## src/rtl/count_sequencer_if.sv

```systemverilog
// Control/status bundle for count_sequencer: run requests in, count and FSM status out.
// The master modport is the controlling side; the slave modport is the sequencer itself.
interface count_sequencer_if #(
  parameter int unsigned WIDTH = 4
);
  logic             start;
  logic             stop;
  logic             pause;
  logic [WIDTH-1:0] limit;
  logic [WIDTH-1:0] count;
  logic [1:0]       state;
  logic             busy;
  logic             done;

  modport master (
    output start, stop, pause, limit,
    input  count, state, busy, done
  );

  modport slave (
    input  start, stop, pause, limit,
    output count, state, busy, done
  );
endinterface

```

## src/rtl/count_sequencer.sv

```systemverilog
// Prescaled up-counter sequencer (IDLE/RUN/HOLD/DONE) that counts to a latched limit.
// Define AUTO_RELOAD_EN to restart a run from DONE instead of returning to IDLE.
module count_sequencer #(
  parameter int unsigned WIDTH = 4,
  parameter int unsigned DIV   = 1
) (
  input logic               clk,
  input logic               reset,
  count_sequencer_if.slave  bus
);

  localparam int unsigned PW = (DIV > 1) ? $clog2(DIV) : 1;

  typedef enum logic [1:0] {
    IDLE = 2'b00,
    RUN  = 2'b01,
    HOLD = 2'b10,
    DONE = 2'b11
  } state_t;

  state_t           state_q;
  logic [WIDTH-1:0] count_q;
  logic [WIDTH-1:0] lim_q;
  logic [PW-1:0]    presc_q;
  logic             busy_q;
  logic             done_q;

  logic             tick;
  logic [WIDTH-1:0] count_inc;

  assign tick      = (presc_q == PW'(DIV - 1));
  assign count_inc = count_q + WIDTH'(1);

  // Single FSM process; priority is reset > stop > start > pause.
  always_ff @(posedge clk) begin
    if (reset) begin
      state_q <= IDLE;
      count_q <= '0;
      presc_q <= '0;
      lim_q   <= '0;
      busy_q  <= 1'b0;
      done_q  <= 1'b0;
    end else if (bus.stop) begin
      state_q <= IDLE;
      count_q <= '0;
      presc_q <= '0;
      busy_q  <= 1'b0;
      done_q  <= 1'b0;
    end else begin
      case (state_q)
        IDLE: begin
          if (bus.start) begin
            lim_q   <= bus.limit;
            presc_q <= '0;
            count_q <= '0;
            if (bus.limit == '0) begin
              state_q <= DONE;
              busy_q  <= 1'b0;
              done_q  <= 1'b1;
            end else begin
              state_q <= RUN;
              busy_q  <= 1'b1;
              done_q  <= 1'b0;
            end
          end
        end

        RUN: begin
          // Pause wins over a tick, including the terminal one.
          if (bus.pause) begin
            state_q <= HOLD;
          end else if (tick) begin
            count_q <= count_inc;
            presc_q <= '0;
            if (count_inc == lim_q) begin
              state_q <= DONE;
              busy_q  <= 1'b0;
              done_q  <= 1'b1;
            end
          end else begin
            presc_q <= presc_q + PW'(1);
          end
        end

        HOLD: begin
          if (!bus.pause) begin
            state_q <= RUN;
          end
        end

        DONE: begin
`ifdef AUTO_RELOAD_EN
          lim_q   <= bus.limit;
          count_q <= '0;
          presc_q <= '0;
          if (bus.limit == '0) begin
            state_q <= DONE;
            busy_q  <= 1'b0;
            done_q  <= 1'b1;
          end else begin
            state_q <= RUN;
            busy_q  <= 1'b1;
            done_q  <= 1'b0;
          end
`else
          state_q <= IDLE;
          count_q <= '0;
          presc_q <= '0;
          busy_q  <= 1'b0;
          done_q  <= 1'b0;
`endif
        end

        default: begin
          state_q <= IDLE;
          count_q <= '0;
          presc_q <= '0;
          busy_q  <= 1'b0;
          done_q  <= 1'b0;
        end
      endcase
    end
  end

  assign bus.count = count_q;
  assign bus.state = state_q;
  assign bus.busy  = busy_q;
  assign bus.done  = done_q;

endmodule

```

## src/flat_wrapper.sv

```systemverilog
// flat-port wrapper written by rule: the top's interface ports become plain ports
module count_sequencer_flat 
#(
  parameter int unsigned WIDTH = 4,
  parameter int unsigned DIV   = 1
)
  (clk, reset, bus_start, bus_stop, bus_pause, bus_limit, bus_count, bus_state, bus_busy, bus_done);
  count_sequencer_if #(.WIDTH(WIDTH)) bus_i ();
  input logic clk;
  input logic reset;
  input wire logic [$bits(bus_i.start)-1:0] bus_start;
  input wire logic [$bits(bus_i.stop)-1:0] bus_stop;
  input wire logic [$bits(bus_i.pause)-1:0] bus_pause;
  input wire logic [$bits(bus_i.limit)-1:0] bus_limit;
  output wire logic [$bits(bus_i.count)-1:0] bus_count;
  output wire logic [$bits(bus_i.state)-1:0] bus_state;
  output wire logic [$bits(bus_i.busy)-1:0] bus_busy;
  output wire logic [$bits(bus_i.done)-1:0] bus_done;
  assign bus_i.start = bus_start;
  assign bus_i.stop = bus_stop;
  assign bus_i.pause = bus_pause;
  assign bus_i.limit = bus_limit;
  assign bus_count = bus_i.count;
  assign bus_state = bus_i.state;
  assign bus_busy = bus_i.busy;
  assign bus_done = bus_i.done;
  count_sequencer #(.WIDTH(WIDTH), .DIV(DIV)) u_core (.clk(clk), .reset(reset), .bus(bus_i));
endmodule
```

## config.mk

```make
export PLATFORM = sky130hd
export DESIGN_NAME = count_sequencer_flat
export DESIGN_NICKNAME = d
export VERILOG_FILES = /design/src/rtl/count_sequencer_if.sv /design/src/rtl/count_sequencer.sv /design/src/flat_wrapper.sv
export SDC_FILE = /design/constraint.sdc
export NUM_CORES = 1
export LEC_CHECK = 0
export ABC_AREA = 0
export CAP_MARGIN = 20
export CELL_PAD_IN_SITES_DETAIL_PLACEMENT = 1
export CELL_PAD_IN_SITES_GLOBAL_PLACEMENT = 1
export CORE_AREA = 2 2 57 43
export DETAILED_ROUTE_END_ITERATION = 7
export DIE_AREA = 0 0 59 45
export MAX_ROUTING_LAYER = met4
export PLACE_DENSITY = 0.79
export SYNTH_ARGS = -nofsm -noshare
export SYNTH_HDL_FRONTEND = slang
export SYNTH_SLANG_ARGS = --single-unit
```

## constraint.sdc

```tcl
create_clock -name clk -period 1.9 [get_ports clk]
set_input_delay 0.38 -clock clk [delete_from_list [all_inputs] [get_ports clk]]
set_output_delay 0.38 -clock clk [all_outputs]
set_load 0.1 [all_outputs]
```

After elaboration in Yosys (flattened, before gate mapping)

Cells that the tools add are included.

Bits in registers: 13
Input bits: 9
Logic and storage cells: 56

$add $sub $neg: 2
Eq/ne operators: 11
Multiplexer cells: 27
Bitwise logic cells: 1
Reduce and logical (&&, ||, !) cells: 9

Operators by type and width:

| kind                | number |
|---|---|
| $mux 1              | 13 |
| $mux 2              | 6 |
| $mux 4              | 3 |
| $pmux 4 s3          | 1 |
| $pmux 1 s3          | 3 |
| $ne 2x2->1 const B  | 4 |
| $pmux 2 s4          | 1 |
| $reduce_and 4->1    | 2 |
| $reduce_and 3->1    | 2 |
| $reduce_and 5->1    | 1 |
| $add 4x1->4 const B | 1 |
| $eq 2x2->1 const B  | 2 |
| $eq 4x4->1          | 1 |
| $logic_not 4->1     | 1 |
| $ne 3x2->1 const B  | 1 |
| $ne 3x3->1 const B  | 1 |
| $reduce_bool 3->1   | 1 |
| $eq 2x1->1 const B  | 1 |
| $logic_not 2->1     | 1 |
| $ne 2x1->1 const B  | 1 |
| $reduce_or 2->1     | 1 |
| $add 1x1->1 const B | 1 |
| $not 1->1           | 1 |

Depth between registers and ports, before layout

Gate-level depths: netlist of run 1.

Depth after elaboration: 6
Mapped depth: 5
Mapped depth without buffers: 5

Least setup slack after synthesis of run 1

Ideal clock, no wire load.

Kind: register to register
Start: register u_core.count_q[0], in the netlist u_core.bus.count[0]
End: register u_core.busy_q, in the netlist u_core.bus.busy
Arrival time: 2.069 ns
Path slack: -0.290 ns
Stages on the path, launching flop included: 6
Path buffers: 0
Cell sequence: dfxtp_1 > ha_1 > xor2_1 > nor2_1 > nand2_1 > o311a_1

Cells in the longest elaborated chain, start to end: 4

Ends and longest elaborated chain:

| what                              | RTL line              | RTL |
|---|---|---|
| from (decl)                       | count_sequencer.sv:22 | `logic [WIDTH-1:0] count_q;` |
| from (signal assigned)            | count_sequencer.sv:73 | `count_q <= count_inc;` |
| $add 4x1->4                       | count_sequencer.sv:32 | `assign count_inc = count_q + WIDTH'(1);` |
| $eq 4x4->1                        | count_sequencer.sv:75 | `if (count_inc == lim_q) begin` |
| $ne 2x1->1 (no source line)       | -                     |  |
| $reduce_and 5->1 (no source line) | -                     |  |
| to (signal assigned)              | count_sequencer.sv:41 | `busy_q <= 1'b0;` |
| to (signal assigned)              | count_sequencer.sv:47 | `busy_q <= 1'b0;` |
| to (signal assigned)              | count_sequencer.sv:77 | `busy_q <= 1'b0;` |
| to (decl)                         | count_sequencer.sv:25 | `logic busy_q;` |

Every way passes these cells.
A chain may end at the register's enable or synchronous reset.

Worst setup path in the final report of run 1

Start: input bus_limit[3]
End: register u_core.busy_q, in the netlist u_core.bus.busy

Cells in the longest elaborated chain, start to end: 4

Ends and longest elaborated chain:

| what                 | RTL line              | RTL |
|---|---|---|
| from (decl)          | flat_wrapper.sv:14    | `input wire logic [$bits(bus_i.limit)-1:0] bus_limit;` |
| $logic_not 4->1      | count_sequencer.sv:56 | `if (bus.limit == '0) begin` |
| $mux 1               | count_sequencer.sv:56 |  |
| $mux 1               | count_sequencer.sv:52 | `if (bus.start) begin` |
| $pmux 1 s3           | count_sequencer.sv:50 | `case (state_q)` |
| to (signal assigned) | count_sequencer.sv:47 |  |
| to (signal assigned) | count_sequencer.sv:58 | `busy_q <= 1'b0;` |
| to (signal assigned) | count_sequencer.sv:62 | `busy_q <= 1'b1;` |

Every way passes these cells. The select of a mux whose other input is x is not followed.

==> run_results.csv, run 1 <==
group,metric,value,unit
global_route,grt_pass1_vias,644,
synthesis,syn_nets,84,
critical_path,crit_type,"in -> reg",
global_route,grt_pass1_wl,2.932,mm
drt,firstDrtPassIters,4,
global_route,grt_max_degree,14,
cts,cts_setup_buffers,0,
die,std_cell_rows,14,
synthesis,syn_area_per_cell,9.097,um2
cts,ctsResizeCount,0,
sta,layout_setup_ws,0.2221,ns
finish,diodes,0,
critical_path,crit_end,"u_core.bus.busy$_SDFFE_PP0P_",
critical_path,r2r_start,"u_core.bus.count[0]$_SDFFE_PP0P_",
finish,seq_area,246.5,um2
run_status,outcome,"completed",
worst_hold_path,hold_path.class,"reg -> reg",
sta,grt_setup_unrepaired,"false",
synthesis,synthArstFlopShare,0,%
sta,tns,0,ns
critical_path,crit_start,"bus_limit[3]",
power_and_ir_drop,switching_share,29.60,%
sta,setup_viol,0,
global_route,top_usage_layer,"met2",
place,pre_cts_ws,-0.07812,ns
finish,utilization,46.43,%
global_route,overflow,0,
cts,clock_tree.buffer_depth,2,
finish,finalNetCount,106,
sta,timing.final.crit_share,88.31,%
critical_path,crit_cells,5,
cts,numCtsBuffers,3,
finish,layout-drive-gt1-share,25.26,%
cts,htreeDepth,1,
sta,worst_pin_slew,0.4100,ns
critical_path,crit_slowest_cell,"or4_4",
finish,multiInputGateArea,421.7,um2
sta,period_minus_slack,1.678,ns
power_and_ir_drop,power.internal,435.5,uW
critical_path,r2r_setup_slack,0.32,ns
cts,clk_latency,0.28,ns
synthesis,syn_inst,74,
synthesis,syn_area,673.1,um2
flow_run,cap_violations,0,
power_and_ir_drop,peakVddDrop,0.3867,mV
sta,max_freq,0.5960,GHz
die,pin_count,17,
synthesis,ys_seq_area_share,35.69,%
synthesis,yosys_warnings,0,
cts,cts_tree,"yes",
drt,wl_per_cell,14.71,um
power_and_ir_drop,p_clk_share,34.1,%
critical_path,crit_required,2.08,ns
synthesis,ys_ff_latch,12,
synthesis,synth_flop_cell,"dfxtp_1",
critical_path,crit_family,"simple AND/OR/NAND/NOR gates",
global_route,grtUsageMet1,18.21,%
die,initial_core_util,32.57,%
critical_path,end_kind,"flip-flop",
synthesis,yosys.area.top_type,"dfxtp_1",
synthesis,synthTopCellsByArea,"dfxtp_1 (36%), xnor2_1 (6.5%), mux2i_1 (5.9%)",
drt,drt_iter0_drc,17,
power_and_ir_drop,p_leak,0.3645,nW
synthesis,yosysTopAreaCellShare,35.69,%
global_route,grtUsageMet3,6.877,%
cts,hold_buffers,0,
finish,fill_cells,242,
critical_path,r2r-end,"u_core.bus.busy$_SDFFE_PP0P_",
power_and_ir_drop,power,618.6,uW
drt,antenna_left,0,
place,port_buffers,16,
global_route,track_usage,16.10,%
critical_path,crit_fanout,4,
sta,finalMaxSlewViolations,0,
finish,syn_to_final_growth,42.56,%
power_and_ir_drop,p_switching,183.1,uW
critical_path,cp_slowest_stage_delay,0.56,ns
critical_path,path_buf_inv,1,
synthesis,synth_cell_type_count,30,
critical_path,crit_arrival,1.85,ns
critical_path,r2r_cells,5,
global_route,grtUsageMet2,26.44,%
critical_path,crit_chain,"clkdlybuf4s50_1 -> or4_4 -> nand3_1 -> nand2_1 -> o311a_1",
global_route,antenna_found_initial,0,
sta,hold_violations,0,
place,gp_congestion,0.7330,
place,dp_hpwl,1.410,mm
sta,slew_headroom,72.57,%
critical_path,start_kind,"primary input",
cts,clk_pin_slew,0.08,ns
synthesis,synth_edf_count,0,
power_and_ir_drop,seqPwrFrac,44.1,%
die,die_area,0.002655,mm2
power_and_ir_drop,cellPowerDensity,644.6,mW/mm2
die,die_x,59,um
drt,vias,625,
drt,wirelength,1.751,mm
cts,ctsRootBufferMaster,"clkbuf_4",
drt,viasPerCell,5.252,
die,die_h,45,um
cts,cts_sinks,12,
sta,fin_skew,0.002599,ns
drt,drc_errors,0,
die,core,0.002067,mm2
power_and_ir_drop,p_comb_share,21.8,%
## worst min path at each step
stage,start,endpoint,slack (ns),depth (start not counted)
after floorplan,reset,u_core.bus.count[0]$_SDFFE_PP0P_,0.45,1
after global placement,u_core.lim_q[1]$_SDFFE_PP0P_,u_core.lim_q[1]$_SDFFE_PP0P_,0.51,2
after detailed placement,u_core.lim_q[1]$_SDFFE_PP0P_,u_core.lim_q[1]$_SDFFE_PP0P_,0.51,2
after CTS,u_core.lim_q[1]$_SDFFE_PP0P_,u_core.lim_q[1]$_SDFFE_PP0P_,0.53,2
after global routing,u_core.lim_q[1]$_SDFFE_PP0P_,u_core.lim_q[1]$_SDFFE_PP0P_,0.55,2
final,u_core.lim_q[1]$_SDFFE_PP0P_,u_core.lim_q[1]$_SDFFE_PP0P_,0.52,2
## power groups by stage
stage	Clock, mW	Sequential, mW	Combinational, mW
floorplan	0	0.304	0.0565
global placement	0	0.279	0.132
detailed placement	0	0.279	0.135
CTS	0.221	0.273	0.136
global route	0.231	0.275	0.145
finish	0.211	0.273	0.135
## per-stage QoR
step                      hold slack (ns)  cell area [um2]  instances
final                              0.5190            959.7        119
after global routing               0.5483            959.7        119
after CTS                          0.5303            959.7        119
after detailed placement           0.5103            923.4        115
after global placement             0.5095            923.4        115
after floorplan                    0.4494            679.4         74
## synth_stat cells (all sizes together), types with 3 or more instances
cell type and number:
nand2 3, xnor2 5, a21oi 4, a31oi 3, dfxtp 12, o21ai 6
nor2 9, mux2i 4
## area by class of cell
type	count	share of cell area (%)
clock buffer	4	3.781
inverter	2	0.7823
multi-input combinational	59	43.94
sequential	12	25.68
tap	24	3.129
timing repair buffer	18	22.69
## cell usage in the layout (no fill, tap or decap), drive strengths merged
| master | netlist | routed |
|---|---|---|
| a21oi | 4 | 4 |
| clkdlybuf4s50 | 0 | 8 |
| nand2b | 1 | 1 |
| nand4bb | 1 | 1 |
| and2b | 2 | 2 |
| nor2 | 9 | 9 |
| clkbuf | 1 | 4 |
| and4bb | 1 | 1 |
| a31oi | 3 | 3 |
| nand3b | 1 | 1 |
| nand2 | 3 | 3 |
| nand3 | 2 | 2 |
| xnor2 | 5 | 5 |
| nand4b | 1 | 1 |
| o21ai | 6 | 6 |
| dfxtp | 12 | 12 |
| xor2 | 1 | 1 |
| o311a | 2 | 2 |
| a21boi | 2 | 2 |
| or4 | 1 | 1 |
| buf | 0 | 10 |
| or3b | 2 | 2 |
| mux2i | 4 | 4 |
| ha | 1 | 1 |
| o22a | 1 | 1 |
| nor4 | 1 | 1 |
| or3 | 1 | 1 |
| nor3 | 2 | 2 |
| nor2b | 1 | 1 |
| o22ai | 1 | 1 |
| inv | 2 | 2 |
## cells by family after synthesis
logic type	count (synthesis)	synth area share (%)
adder cells (fa/ha/maj)	1	1.858
flip-flops	12	35.69
XOR/XNOR	6	7.807
AO/OA/AOI/OAI	19	18.59
buffers and inverters	3	1.673
multiplexers	4	5.948
AND/OR/NAND/NOR	29	28.44
## worst register-to-register path: cells and delay by family, from the launching register on
kind,cells,cell delay [ns]
flip-flops,1,0.37
AO/OA/AOI/OAI,1,0.34
adder cells (fa/ha/maj),1,0.33
AND/OR/NAND/NOR,2,0.29
XOR/XNOR,1,0.15
## registers in the layout, summed over array words and instances, names as in the netlist
register          flops
u_core.bus.count      4
u_core.lim_q          4
u_core.bus.state      2
u_core.bus.busy       1
u_core.bus.done       1
## layer usage
layer / routed length [um] / vias to the layer above
li1: - / 314
met1: 778 / 291
met2: 852 / 16
met3: 100 / 4
met4: 19 / 0
met5: 0 / -
(Power assumes the default switching activity.)
==> run 2, diff against run 1 <==
- CORE_AREA: 2 2 57 43 -> 2 2 45 47
- DIE_AREA: 0 0 59 45 -> 0 0 47 49
- DONT_BUFFER_PORTS: default -> 1
- PLACE_DENSITY: 0.79 -> 0.72
==> run 2 against run 1 <==
- clock power shrank 23%
- final cell count shrank 6.7%
- sequential power is essentially flat
- cell area shrank 17%
- wire length shrank 6.1%
- critical path depth is the same
- die area shrank 13%
- via count shrank 3.0%
- highest routed layer unchanged
==> run_results.csv, run 2 (synthesized netlist as in run 1, its figures left out) <==
group,metric,value,unit
critical_path,start_kind,"flip-flop",
critical_path,crit_arrival,1.70,ns
sta,period_minus_slack,1.529,ns
critical_path,crit_fanout,3,
global_route,track_usage,17.60,%
finish,diodes,0,
cts,clk_latency,0.28,ns
sta,finalMaxSlewViolations,0,
drt,drt_iter0_drc,6,
drt,viasPerCell,5.459,
place,gp_congestion,0.8342,
drt,wl_per_cell,14.81,um
flow_run,cap_violations,0,
sta,hold_violations,0,
worst_hold_path,hold_path.class,"in -> reg",
critical_path,cp_slowest_stage_delay,0.33,ns
cts,hold_buffers,0,
global_route,grtUsageMet2,28.31,%
global_route,antenna_found_initial,0,
die,die_h,49,um
critical_path,crit_slowest_cell,"dfxtp_2",
global_route,overflow,0,
place,dp_hpwl,1.292,mm
drt,vias,606,
global_route,grt_max_degree,11,
finish,final_area,792.0,um2
critical_path,crit_chain,"ha_1 -> xor2_1 -> nor2_1 -> nand2_1 -> o311a_1",
sta,max_freq,0.6540,GHz
drt,wirelength,1.644,mm
cts,clock_tree.buffer_depth,2,
cts,cts_sinks,12,
cts,numCtsBuffers,3,
die,initial_core_util,36.55,%
place,port_buffers,0,
power_and_ir_drop,peakVddDrop,0.4688,mV
finish,finalNetCount,96,
run_status,outcome,"completed",
drt,antenna_left,0,
place,dp.cells,108,
sta,slew_headroom,69.09,%
die,std_cell_rows,16,
global_route,grt_pass1_vias,647,
cts,cts_tree,"yes",
sta,setup_viol,0,
critical_path,crit_required,2.08,ns
place,placed_area,769.5,um2
finish,layout-drive-gt1-share,25.00,%
die,die_area,0.002303,mm2
global_route,top_usage_layer,"met2",
sta,fin_skew,0.002169,ns
finish,most-common-layout-cells,"nor2_1 (9), buf_4 (8), dfxtp_1 (7), o21ai_0 (6)",
die,core,0.001842,mm2
sta,grt_setup_unrepaired,"false",
finish,fin_cells,111,
cts,clk_pin_slew,0.07,ns
drt,firstDrtPassIters,4,
finish,layout_commonest_cell,"nor2_1",
die,pin_count,17,
sta,worst_pin_slew,0.4620,ns
critical_path,end_kind,"flip-flop",
global_route,grt_pass1_wl,2.904,mm
sta,timing.final.crit_share,80.48,%
global_route,grtUsageMet3,2.593,%
critical_path,crit_type,"reg -> reg",
power_and_ir_drop,p_leak,0.3023,nW
cts,ctsResizeCount,0,
critical_path,r2r_setup_slack,0.37,ns
finish,utilization,43.00,%
cts,ctsRootBufferMaster,"clkbuf_4",
global_route,grtUsageMet1,20.68,%
finish,fill_cells,229,
drt,drc_errors,0,
cts,htreeDepth,1,
sta,tns,0,ns
sta,hold_ws,0.1572,ns
cts,cts_setup_buffers,0,
die,die_x,47,um
finish,syn_to_final_growth,17.66,%
power_and_ir_drop,cellPowerDensity,677.6,mW/mm2
==> run 2: cell type report <==
type,instances,area (um2),area share (%)
clock buffer,3,22.52,2.844
multi-input combinational,59,421.7,53.24
inverter,2,7.507,0.9479
sequential,12,246.5,31.12
timing repair buffer,8,60.06,7.583
tap,27,33.78,4.265
==> run 2: per-layer routing <==
layer | share of wire [%] | wire (um) | vias up
li1 | - | - | 293
met1 | 42 | 697 | 290
met2 | 50 | 817 | 18
met3 | 5.2 | 85 | 5
met4 | 2.6 | 43 | 0
met5 | 0 | 0 | -
==> run 2: path summary, 6_finish.rpt <==
path	depth (start not counted)	endpoint	startpoint
max	5	u_core.bus.busy$_SDFFE_PP0P_	u_core.bus.count[0]$_SDFFE_PP0P_
min	1	u_core.lim_q[0]$_SDFFE_PP0P_	reset
max reg2reg	5	u_core.bus.busy$_SDFFE_PP0P_	u_core.bus.count[0]$_SDFFE_PP0P_
min reg2reg	2	u_core.bus.count[2]$_SDFFE_PP0P_	u_core.bus.count[2]$_SDFFE_PP0P_
==> run 2: stage by stage <==
stage	power (mW)	worst slack [ns]
global placement	0.3781	0.4007
global route	0.5556	0.2875
CTS	0.5393	0.3740
floorplan	0.3606	0.03728
finish	0.5367	0.3709
detailed placement	0.3805	0.3838
==> run 2: report_power, final <==
| part | internal (mW) | total, mW | switching [mW] |
|---|---|---|---|
| logic | 0.0363 | 0.105 | 0.0687 |
| clock network | 0.0737 | 0.162 | 0.0884 |
| registers | 0.260 | 0.270 | 0.00917 |
==> run 2: critical path: cells and delay by family, from the launching register on <==
family	cells	cell delay [ns]
xor+xnor	1	0.15
fa+ha+maj	1	0.33
simple gates	2	0.28
compound gates	1	0.33
flops	1	0.33
==> run 3, diff against run 2 <==
- clock period: 1.9 -> 1.5 ns (I/O delays scaled with it)
==> run 3 against run 2 <==
- clock skew grew 0.0049 ns
- fmax grew 7.7%
- via count shrank 0.33%
- worst hold slack lost 0.079 ns
- utilization grew 2.2 points
==> run_results.csv, run 3 (synthesized netlist as in run 1, its figures left out) <==
group,metric,value,unit
critical_path,path_buf_inv,0,
sta,hold_violations,0,
die,die_x,47,um
sta,slew_headroom,70.01,%
critical_path,start_kind,"flip-flop",
cts,clk_latency,0.28,ns
finish,syn_to_final_growth,23.61,%
cts,htreeDepth,1,
sta,timing.final.crit_share,94.66,%
sta,worst_pin_slew,0.4482,ns
finish,seq_area,260.3,um2
global_route,track_usage,17.23,%
global_route,grt_max_degree,13,
cts,cts_sinks,12,
critical_path,crit_chain,"or3b_4 -> or3b_1 -> a21boi_1",
power_and_ir_drop,peakVddDrop,0.6358,mV
sta,finalMaxSlewViolations,0,
global_route,antenna_found_initial,0,
drt,wl_per_cell,14.54,um
place,port_buffers,0,
sta,period_minus_slack,1.420,ns
finish,most-common-layout-cells,"nor2_1 (9), buf_4 (8), o21ai_0 (6), dfxtp_1 (6)",
drt,antenna_left,0,
sta,max_freq,0.7043,GHz
die,initial_core_util,36.55,%
finish,finalNetCount,96,
cts,clk_pin_slew,0.09,ns
critical_path,crit_type,"reg -> reg",
critical_path,crit_arrival,1.62,ns
drt,vias,604,
sta,setup_viol,0,
power_and_ir_drop,cellPowerDensity,887.3,mW/mm2
place,dp_hpwl,1.270,mm
die,pin_count,17,
cts,numCtsBuffers,3,
sta,fin_skew,0.007096,ns
drt,drc_errors,0,
critical_path,cp_slowest_stage_delay,0.44,ns
cts,ctsRootBufferMaster,"clkbuf_4",
global_route,grt_pass1_vias,620,
power_and_ir_drop,p_leak,0.3073,nW
place,gp_congestion,0.7655,
finish,diodes,0,
drt,viasPerCell,5.393,
die,core,0.001842,mm2
finish,layout-drive-gt1-share,28.24,%
cts,cts_setup_buffers,0,
cts,hold_buffers,0,
place,pre_cts_ws,0.03679,ns
flow_run,cap_violations,0,
global_route,grt_pass1_wl,2.835,mm
die,die_area,0.002303,mm2
sta,layout_setup_ws,0.08013,ns
critical_path,crit_family,"simple AND/OR/NAND/NOR gates",
drt,firstDrtPassIters,4,
drt,wirelength,1.628,mm
worst_hold_path,hold_path.class,"in -> reg",
critical_path,crit_fanout,12,
cts,cts_tree,"yes",
sta,grt_setup_unrepaired,"false",
finish,layout_commonest_cell,"nor2_1",
drt,drt_iter0_drc,9,
cts,clock_tree.buffer_depth,2,
critical_path,crit_slowest_cell,"dfxtp_4",
finish,fill_cells,225,
critical_path,crit_required,1.70,ns
cts,ctsResizeCount,0,
critical_path,end_kind,"flip-flop",
run_status,outcome,"completed",
die,die_h,49,um
die,std_cell_rows,16,
global_route,overflow,0,
finish,multiInputGateArea,434.2,um2
sta,hold_ws,0.07849,ns
-- run 3: through the flow --
stage	cell area [um2]	power (mW)	std cells	util, %	TNS (ns)
floorplan	706.9	0.4502	74	-	-0.02935
detailed placement	795.8	0.4758	108	43.21	0
global placement	795.8	0.4730	108	43.21	0
global route	832.0	0.7729	112	45.18	0
finish	832.0	0.7382	112	45.18	0
CTS	832.0	0.7441	112	45.18	0
-- run 3: where the power goes --
group	total [mW]	internal (mW)	switching, mW
sequential	0.337	0.323	0.0142
combinational	0.131	0.0463	0.0844
clock	0.271	0.148	0.123
total	0.738	0.517	0.222
-- run 3: layer usage --
layer | up-vias | global-route usage [%] | wire length [um]
met5 | - | - | 0
met4 | 0 | 4.167 | 21
met3 | 4 | 4.815 | 86
met2 | 18 | 25.34 | 770
met1 | 285 | 23.27 | 750
li1 | 297 | - | -
-- run 3: path summary, 6_finish.rpt --
path | startpoint | cells past startpoint | slack [ns] | to
worst min-delay path | reset | 1 | 0.08 | u_core.bus.count[1]$_SDFFE_PP0P_
worst max register to register | u_core.bus.state[0]$_SDFFE_PP0P_ | 3 | 0.08 | u_core.bus.count[2]$_SDFFE_PP0P_
worst min register to register | u_core.lim_q[0]$_SDFFE_PP0P_ | 2 | 0.53 | u_core.lim_q[0]$_SDFFE_PP0P_
worst max-delay path | u_core.bus.state[0]$_SDFFE_PP0P_ | 3 | 0.08 | u_core.bus.count[2]$_SDFFE_PP0P_
-- run 3: final cells by class --
cell class,instances,area share [%]
Clock buffer,4,4.361
Inverter,2,0.9023
Multi-Input combinational cell,59,52.18
Sequential cell,12,31.28
Tap cell,27,4.060
Timing Repair Buffer,8,7.218
